File: config.mk
export PLATFORM = sky130hd
export DESIGN_NAME = onfi_async_sequencer
export DESIGN_NICKNAME = d
export VERILOG_FILES = /design/src/rtl/onfi_async_sequencer.sv
export SDC_FILE = /design/constraint.sdc
export NUM_CORES = 1
export LEC_CHECK = 0
export CAP_MARGIN = 20
export CORE_MARGIN = 2
export CORE_UTILIZATION = 30
export CTS_CLUSTER_SIZE = 8
export DETAILED_ROUTE_END_ITERATION = 7
export PLACE_DENSITY = 0.56
export SLEW_MARGIN = 20
export SYNTH_ARGS = -nofsm -noshare
export SYNTH_HDL_FRONTEND = slang
export SYNTH_SLANG_ARGS = --single-unit
File: constraint.sdc
create_clock -name clk -period 2.53 [get_ports clk]
set_clock_uncertainty 0.15 [all_clocks]
set_input_delay 0.3795 -clock clk [delete_from_list [all_inputs] [get_ports clk]]
set_output_delay 0.3795 -clock clk [all_outputs]
set_load 0.01 [all_outputs]
File: src/rtl/onfi_async_sequencer.sv
// ONFI asynchronous (SDR) pin sequencer: turns byte-level host requests
// into timed CE/CLE/ALE/WE/RE/WP/DQ waveforms and returns read data/R-B status.
module onfi_async_sequencer #(
   parameter int TWP         = 2,
   parameter int TWH         = 2,
   parameter int TRP         = 2,
   parameter int TREH        = 2,
   parameter int TWB         = 4,
   parameter int TIMEOUT_CYC = 65535,
   parameter int CE_IDLE     = 8
) (
   input  logic       clk,
   input  logic       rst,
   input  logic       req_valid,
   output logic       req_ready,
   input  logic [2:0] req_op,
   input  logic [7:0] req_data,
   output logic       rsp_valid,
   output logic [7:0] rsp_data,
   output logic       rsp_timeout,
   output logic       CE_x_n,
   output logic       CLE_x,
   output logic       ALE_x,
   output logic       WE_x_n,
   output logic       RE_x_n,
   output logic       WP_x_n,
   output logic [7:0] dq_out,
   output logic       dq_oe,
   input  logic [7:0] dq_in,
   input  logic       RB_x_n
);

   typedef enum logic [2:0] {
      S_IDLE    = 3'd0,
      S_WR_LO   = 3'd1,
      S_WR_HI   = 3'd2,
      S_RD_LO   = 3'd3,
      S_RD_HI   = 3'd4,
      S_WAIT_WB = 3'd5,
      S_WAIT_RB = 3'd6
   } state_t;

   localparam logic [23:0] LP_TWP  = 24'(TWP - 1);
   localparam logic [23:0] LP_TWH  = 24'(TWH - 1);
   localparam logic [23:0] LP_TRP  = 24'(TRP - 1);
   localparam logic [23:0] LP_TREH = 24'(TREH - 1);
   localparam logic [23:0] LP_TWB  = 24'(TWB - 1);
   localparam logic [23:0] LP_TO   = 24'(TIMEOUT_CYC - 1);
   localparam logic [23:0] LP_CE   = 24'(CE_IDLE - 1);
   localparam logic [23:0] LP_MAX  = 24'hFFFFFF;

   state_t      r_state;
   state_t      w_next;
   logic [23:0] r_cnt;
   logic [23:0] r_idle_cnt;
   logic        r_rb_meta;
   logic        r_rb_sync;
   logic        r_cle;
   logic        r_ale;
   logic [7:0]  r_dq;
   logic        r_wp;
   logic        r_ce_n;
   logic [7:0]  r_rdata;

   logic        w_ready;
   logic        w_accept;
   logic        w_op_wr;
   logic        w_op_rd;
   logic        w_op_wait;
   logic        w_op_wp;
   logic        w_op_nop;
   logic        w_to_hit;

   assign w_ready   = (r_state == S_IDLE) && !rst;
   assign w_accept  = req_valid && w_ready;
   assign w_op_wr   = (req_op == 3'd0) || (req_op == 3'd1) || (req_op == 3'd2);
   assign w_op_rd   = (req_op == 3'd3);
   assign w_op_wait = (req_op == 3'd4);
   assign w_op_wp   = (req_op == 3'd5);
   assign w_op_nop  = req_op[2] & req_op[1];
   // busy budget spent and the device still reports busy
   assign w_to_hit  = !r_rb_sync && (r_cnt >= LP_TO);

   // state register
   always_ff @(posedge clk) begin
      if (rst) begin
         r_state <= S_IDLE;
      end else begin
         r_state <= w_next;
      end
   end

   // next-state decode
   always_comb begin
      w_next = r_state;
      case (r_state)
         S_IDLE: begin
            if (w_accept) begin
               if (w_op_wr)        w_next = S_WR_LO;
               else if (w_op_rd)   w_next = S_RD_LO;
               else if (w_op_wait) w_next = S_WAIT_WB;
               else                w_next = S_IDLE;
            end
         end
         S_WR_LO:   if (r_cnt == LP_TWP)  w_next = S_WR_HI;
         S_WR_HI:   if (r_cnt == LP_TWH)  w_next = S_IDLE;
         S_RD_LO:   if (r_cnt == LP_TRP)  w_next = S_RD_HI;
         S_RD_HI:   if (r_cnt == LP_TREH) w_next = S_IDLE;
         S_WAIT_WB: if (r_cnt == LP_TWB)  w_next = S_WAIT_RB;
         S_WAIT_RB: if (r_rb_sync || w_to_hit) w_next = S_IDLE;
         default:   w_next = S_IDLE;
      endcase
   end

   // per-phase cycle counter; also the saturating busy counter in WAIT_RB
   always_ff @(posedge clk) begin
      if (rst) begin
         r_cnt <= '0;
      end else if ((r_state != w_next) || (r_state == S_IDLE)) begin
         r_cnt <= '0;
      end else if (r_cnt != LP_MAX) begin
         r_cnt <= r_cnt + 24'd1;
      end
   end

   // two-flop synchroniser for the asynchronous ready/busy pin
   always_ff @(posedge clk) begin
      if (rst) begin
         r_rb_meta <= 1'b0;
         r_rb_sync <= 1'b0;
      end else begin
         r_rb_meta <= RB_x_n;
         r_rb_sync <= r_rb_meta;
      end
   end

   // latch byte, latch-enable flags and WP level at request acceptance
   always_ff @(posedge clk) begin
      if (rst) begin
         r_cle <= 1'b0;
         r_ale <= 1'b0;
         r_dq  <= '0;
         r_wp  <= 1'b0;
      end else if (w_accept) begin
         if (w_op_wr) begin
            r_cle <= (req_op == 3'd0);
            r_ale <= (req_op == 3'd1);
            r_dq  <= req_data;
         end
         if (w_op_wp) begin
            r_wp <= req_data[0];
         end
      end
   end

   // capture DQ on the final RE low cycle
   always_ff @(posedge clk) begin
      if (rst) begin
         r_rdata <= '0;
      end else if ((r_state == S_RD_LO) && (r_cnt == LP_TRP)) begin
         r_rdata <= dq_in;
      end
   end

   // chip enable: assert on real work, release after a run of idle cycles
   always_ff @(posedge clk) begin
      if (rst) begin
         r_ce_n     <= 1'b1;
         r_idle_cnt <= '0;
      end else if (w_accept) begin
         r_idle_cnt <= '0;
         if (!w_op_nop) begin
            r_ce_n <= 1'b0;
         end
      end else if (r_state == S_IDLE) begin
         if (r_idle_cnt >= LP_CE) begin
            r_ce_n <= 1'b1;
         end
         if (r_idle_cnt != LP_MAX) begin
            r_idle_cnt <= r_idle_cnt + 24'd1;
         end
      end else begin
         r_idle_cnt <= '0;
      end
   end

   // pin and response decode from the current state
   always_comb begin
      req_ready   = w_ready;
      rsp_valid   = 1'b0;
      rsp_timeout = 1'b0;
      rsp_data    = r_rdata;
      CE_x_n      = r_ce_n;
      CLE_x       = 1'b0;
      ALE_x       = 1'b0;
      WE_x_n      = 1'b1;
      RE_x_n      = 1'b1;
      WP_x_n      = r_wp;
      dq_out      = r_dq;
      dq_oe       = 1'b0;
      case (r_state)
         S_WR_LO: begin
            WE_x_n = 1'b0;
            CLE_x  = r_cle;
            ALE_x  = r_ale;
            dq_oe  = 1'b1;
         end
         S_WR_HI: begin
            CLE_x = r_cle;
            ALE_x = r_ale;
            dq_oe = 1'b1;
         end
         S_RD_LO: begin
            RE_x_n = 1'b0;
         end
         S_RD_HI: begin
            rsp_valid = (r_cnt == 24'd0);
         end
         S_WAIT_RB: begin
            rsp_valid   = r_rb_sync || w_to_hit;
            rsp_timeout = w_to_hit;
         end
         default: begin
         end
      endcase
   end

endmodule

---- Word level (Yosys, flattened, before mapping) ----
Cells that the tools add are included.
storage, ports and cells
  ROM bits ................................ 0
  memories ................................ 0
  output and inout bits ................... 26
  memory bits (writable) .................. 0
  logic and storage cells ................. 77
  bits in latches ......................... 0
  input port bits ......................... 23
  bits in registers ....................... 73
cells by class
  muxes and demuxes ....................... 21
  div/mod/pow operators ................... 0
  equality and inequality tests ........... 17
  magnitude comparators ................... 2
  add/sub/neg operators ................... 2
  multipliers ............................. 0
  shifts and indexed selects .............. 0
  reduce and logical (&&, ||, !) cells .... 22
  bitwise logic cells ..................... 2
operator list
  operator                                                              count
  adder 24 x 1 -> 24 bit (second input constant)                        2
  != test 24 bit (second input constant)                                2
  2-to-1 mux 3 bit                                                      9
  equality test 24 x 1 -> 1 bit (second input constant)                 1
  equality test 24 x 2 -> 1 bit (second input constant)                 1
  greater-or-equal comparator 24 x 16 -> 1 bit (second input constant)  1
  greater-or-equal comparator 24 x 3 -> 1 bit (second input constant)   1
  zero test 24 bit                                                      1
  one-hot mux 3 bit (6 select lines)                                    1
  equality test 3 bit (second input constant)                           5
  equality test 3 x 2 -> 1 bit (second input constant)                  4
  2-to-1 mux 1 bit                                                      10
  equality test 3 x 1 -> 1 bit (second input constant)                  2
  zero test 3 bit                                                       2
  OR reduction 2 bit                                                    3
  logical AND 1 bit                                                     4
  logical OR 1 bit                                                      4
  AND reduction 2 bit                                                   2
  nonzero test 2 bit                                                    2
  != test 3 bit                                                         1
  AND reduction 3 bit                                                   1
  OR reduction 3 bit                                                    1
  zero test 1 bit                                                       2
  != test 2 bit (second input constant)                                 1
  other kinds (3)                                                       3

---- Longest topological paths before layout ----
  word-level depth ........................ 9
  mapped depth ............................ 8
  mapped depth without buffers ............ 6

---- Least setup slack after synthesis ----
No wires, ideal clock.
  path kind ............................... flip-flop to output port
  start point ............................. reg r_cnt[3]
  end point ............................... out rsp_valid
  buffers on the path ..................... 2
  slack ................................... 0.072 ns
  arrival time ............................ 1.928 ns
  data required time ...................... 2.000 ns
  cell stages (with the launch flop) ...... 8
  cells stage by stage .................... dfxtp_1 -> and4_1 -> clkbuf_1 -> nand4_1 -> clkbuf_1 -> nor2_1 -> nor2_1 -> a2111oi_0
between the ends
  cells in the longest elaborated chain, start to end .. 4
  elaborated cells between the ends (all ways) .. 5
  those cells by class .................... 1 x order compare; 1 x mux; 3 x reduce/logical
RTL lines
  what                                          RTL line  RTL
  start, declared                               54        logic [23:0] r_cnt;
  start signal, assigned                        122       r_cnt <= r_cnt + 24'd1;
  greater-or-equal comparator 24 x 16 -> 1 bit  82        assign w_to_hit = !r_rb_sync && (r_cnt >= LP_TO);
  logical AND 1 bit                             82
  logical OR 1 bit                              220       rsp_valid = r_rb_sync || w_to_hit;
  one-hot mux 1 bit (2 select lines) *          201       case (r_state)
  end, declared                                 18        output logic rsp_valid,
Mark *: on every way between the ends. The rest lies on a longest branch, timed or not.

---- Final worst setup path ----
  start point ............................. reg r_state[1]
  end point ............................... out req_ready
between the ends
  cells in the longest elaborated chain, start to end .. 2
RTL lines
  what                    RTL line  RTL
  start, declared         52        state_t r_state;
  start signal, assigned  89        r_state <= w_next;
  zero test 3 bit         74        assign w_ready = (r_state == S_IDLE) && !rst;
  logical AND 1 bit       74
  end, declared           15        output logic req_ready,
Every way passes these cells.

==> impl_metrics.csv <==
group,metric,value,unit
run_status,status,"completed",
place,place_congestion,0.8073,
setup_path,required,2000,ps
drt,vias,3503,
synthesis,async_flop_share,0,
clocking,cts_hold_buf,0,
setup_path,crit_fanout,12,
drt,drtIter0Drc,148,
timing,worst_pin_slew,612.0,ps
setup_path,cp_top_family,"simple AND/OR/NAND/NOR gates",
synthesis,seq_area_frac_synth,0.3914,
floorplan,io_pins,49,
synthesis,synth-edff-count,0,
synthesis,synth.net_count,470,
clocking,cts.path.max_buffers,2,
layout,area_growth_syn_to_layout,35.36,%
drt,drt_pass1_iterations,4,
layout,antennaDiodeCount,0,
setup_path,path_cells,"or3_4, nor2_1, clkdlybuf4s50_1",
synthesis,avgSynthCellArea,8.447,um2
clocking,cts_tree,"yes",
power_and_ir_drop,ir_worst_vdd,0.0002687,V
floorplan,dieArea,0.01335,mm2
synthesis,synthTopCellsByArea,"dfxtp_1, nor2_1, mux2i_1, xnor2_1, a21oi_1",
synthesis,synth_top_cells_by_count,"dfxtp_1, nor2_1, nand2_1",
setup_path,start_kind,"flip-flop",
clocking,path_clk_slew,60,ps
clocking,h-tree-depth,3,
floorplan,die_w,115.6,um
synthesis,synth.top_cell.area_share,0.3914,
timing,slew_violations,0,
min_path,hold_start,"r_rb_meta$_SDFF_PP0_",
grt,grt_usage,0.1399,
setup_path,worstSetupEndpointType,"output port",
drt,wl_per_cell,13.12,um
place,dpl.cell_count,687,
timing,hold_viol,0,
synthesis,netlist_area,0.003734,mm2
grt,overflow,0,
clocking,numCtsBuffers,9,
power_and_ir_drop,powerDensity,534.7,mW/mm2
grt,grt_pass1_wl,15.23,mm
place,dpl.hpwl,6.859,mm
layout,final_cell_count_no_fill,702,
setup_path,r2r_start,"r_state[1]$_SDFF_PP0_",
setup_path,critPathMaxStageDelay,550,ps
power_and_ir_drop,p_leak,1.818,nW
setup_path,startpoint,"r_state[1]$_SDFF_PP0_",
min_path,hp-class,"flip-flop to flip-flop",
synthesis,synthFlopType,"dfxtp_1",
timing,max_slew_margin,0.5815,
timing,timing.fmax,409.4,MHz
drt,ant_nets,0,
synthesis,ys_ff_latch,73,
place,numPortBuffers,48,
timing,period_needed,2443,ps
layout,fin_nets,558,
grt,grt_pass1_vias,3317,
setup_path,critical_path_class,"flip-flop to output port",
clocking,worstSkewPairLatency,330,ps
power_and_ir_drop,fin_total_pwr,2.702,mW
timing,finalCritPeriodShare,0.9655,
job,maxCapViolCount,0,
timing,holdWs,284.2,ps
synthesis,netlist_instances,442,
floorplan,die_y,115.6,um
setup_path,worst-path-buf-inv,1,
clocking,clock-sinks,73,
synthesis,yosys_warnings,0,
grt,grt_max_degree,23,
drt,wl,9.212,mm
timing,setup_viol,0,
synthesis,yosysTopAreaCell,"dfxtp_1",
setup_path,cp.arrival,1910,ps
layout,layout-drive-gt1-share,0.1517,
setup_path,cp_slowest_cell,"clkdlybuf4s50_1",
synthesis,synth_most_common_cell,"dfxtp_1",
floorplan,start_util,0.3095,
layout,fillers,1225,
clocking,cts_root_buffer,"clkbuf_16",
floorplan,rows,40,
floorplan,core,0.01206,mm2
drt,drc,0,
drt,avgViaCountPerCell,4.990,
grt,antenna_found_initial,0,
synthesis,yosysUniqueCellTypes,52,
==> metrics by stage <==
| stage | cell area (um2) | setup WS [ps] | utilization | TNS (ps) |
|---|---|---|---|---|
| global route | 5054 | -1.467 | 0.4190 | -1.467 |
| finish | 5054 | 87.18 | 0.4190 | 0 |
| floorplan | 3734 | 72.09 | - | 0 |
| CTS | 5039 | -35.89 | 0.4177 | -35.89 |
| detailed placement | 4702 | -128.4 | 0.3898 | -128.4 |
| global placement | 4702 | -89.27 | 0.3898 | -89.27 |
==> placed cells by master, fill, tap and decap left out, types with 10 or more instances in the layout <==
cell type and instances:
inv_1 10, nor2_1 56, dfxtp_1 73, nor3_1 11, nand4_1 15, nand3_1 17, xnor2_1 14, o21ai_0 19
clkdlybuf4s50_1 46, a21oi_1 24, mux2i_1 21, or3_1 15, nand2_1 27, buf_4 52, xor2_1 11
==> power by group <==
part	leakage [nW]	internal [mW]	switching (mW)
Sequential	0.589	1.16	0.0106
Clock	0.153	0.883	0.452
Combinational	1.08	0.0976	0.0941
Total	1.82	2.15	0.557
==> logic make-up (layout without fill, tap and decap cells) <==
kind of cell,count (synthesis),in the layout,share of synthesized area
xor gates and xnor gates,25,25,0.05865
muxes,21,21,0.05630
buffers and inverters,33,125,0.04021
AOI/OAI and AO/OA,84,84,0.1488
adders and majority gates,5,5,0.01676
DFF,73,73,0.3914
and+or+nand+nor,201,201,0.2879
==> worst paths after layout <==
check	to	slack, ps	cells past startpoint
worst max register to register	dq_out[4]$_SDFFE_PP0P_	140	5
worst max-delay path	req_ready	90	3
worst min-delay path	r_rb_sync$_SDFF_PP0_	280	1
worst min register to register	r_rb_sync$_SDFF_PP0_	280	1
==> flip-flops by register name (all words and copies together), names as in the netlist, 3 cells and up <==
signal	count
dq_out	8
r_cnt	24
r_idle_cnt	24
r_state	3
rsp_data	8
==> area by class of cell <==
type	count	area [um2]	area share
Timing Repair Buffer	100	868.3	0.1718
Clock buffer	12	246.5	0.04877
Sequential cell	73	1461	0.2892
Inverter	10	37.54	0.007428
Tap cell	168	210.2	0.04159
Clock inverter	3	65.06	0.01287
Multi-Input combinational cell	336	2165	0.4283
==> metal layers <==
metal,global-route usage,up-vias,part of all wire
li1,-,1802,-
met1,0.1821,1624,0.48
met2,0.2316,66,0.47
met3,0.04184,11,0.040
met4,0.02651,0,0.010
met5,0,-,0
==> timing repair <==
action | in CTS | in global routing
setup buffers | 0 | 0
gates cloned | 0 | 0
setup endpoints to repair | 2 | 2
pin swaps | 0 | 1
gates resized for setup | 8 | 6
Note: power is estimated with default switching activity, not from simulation.
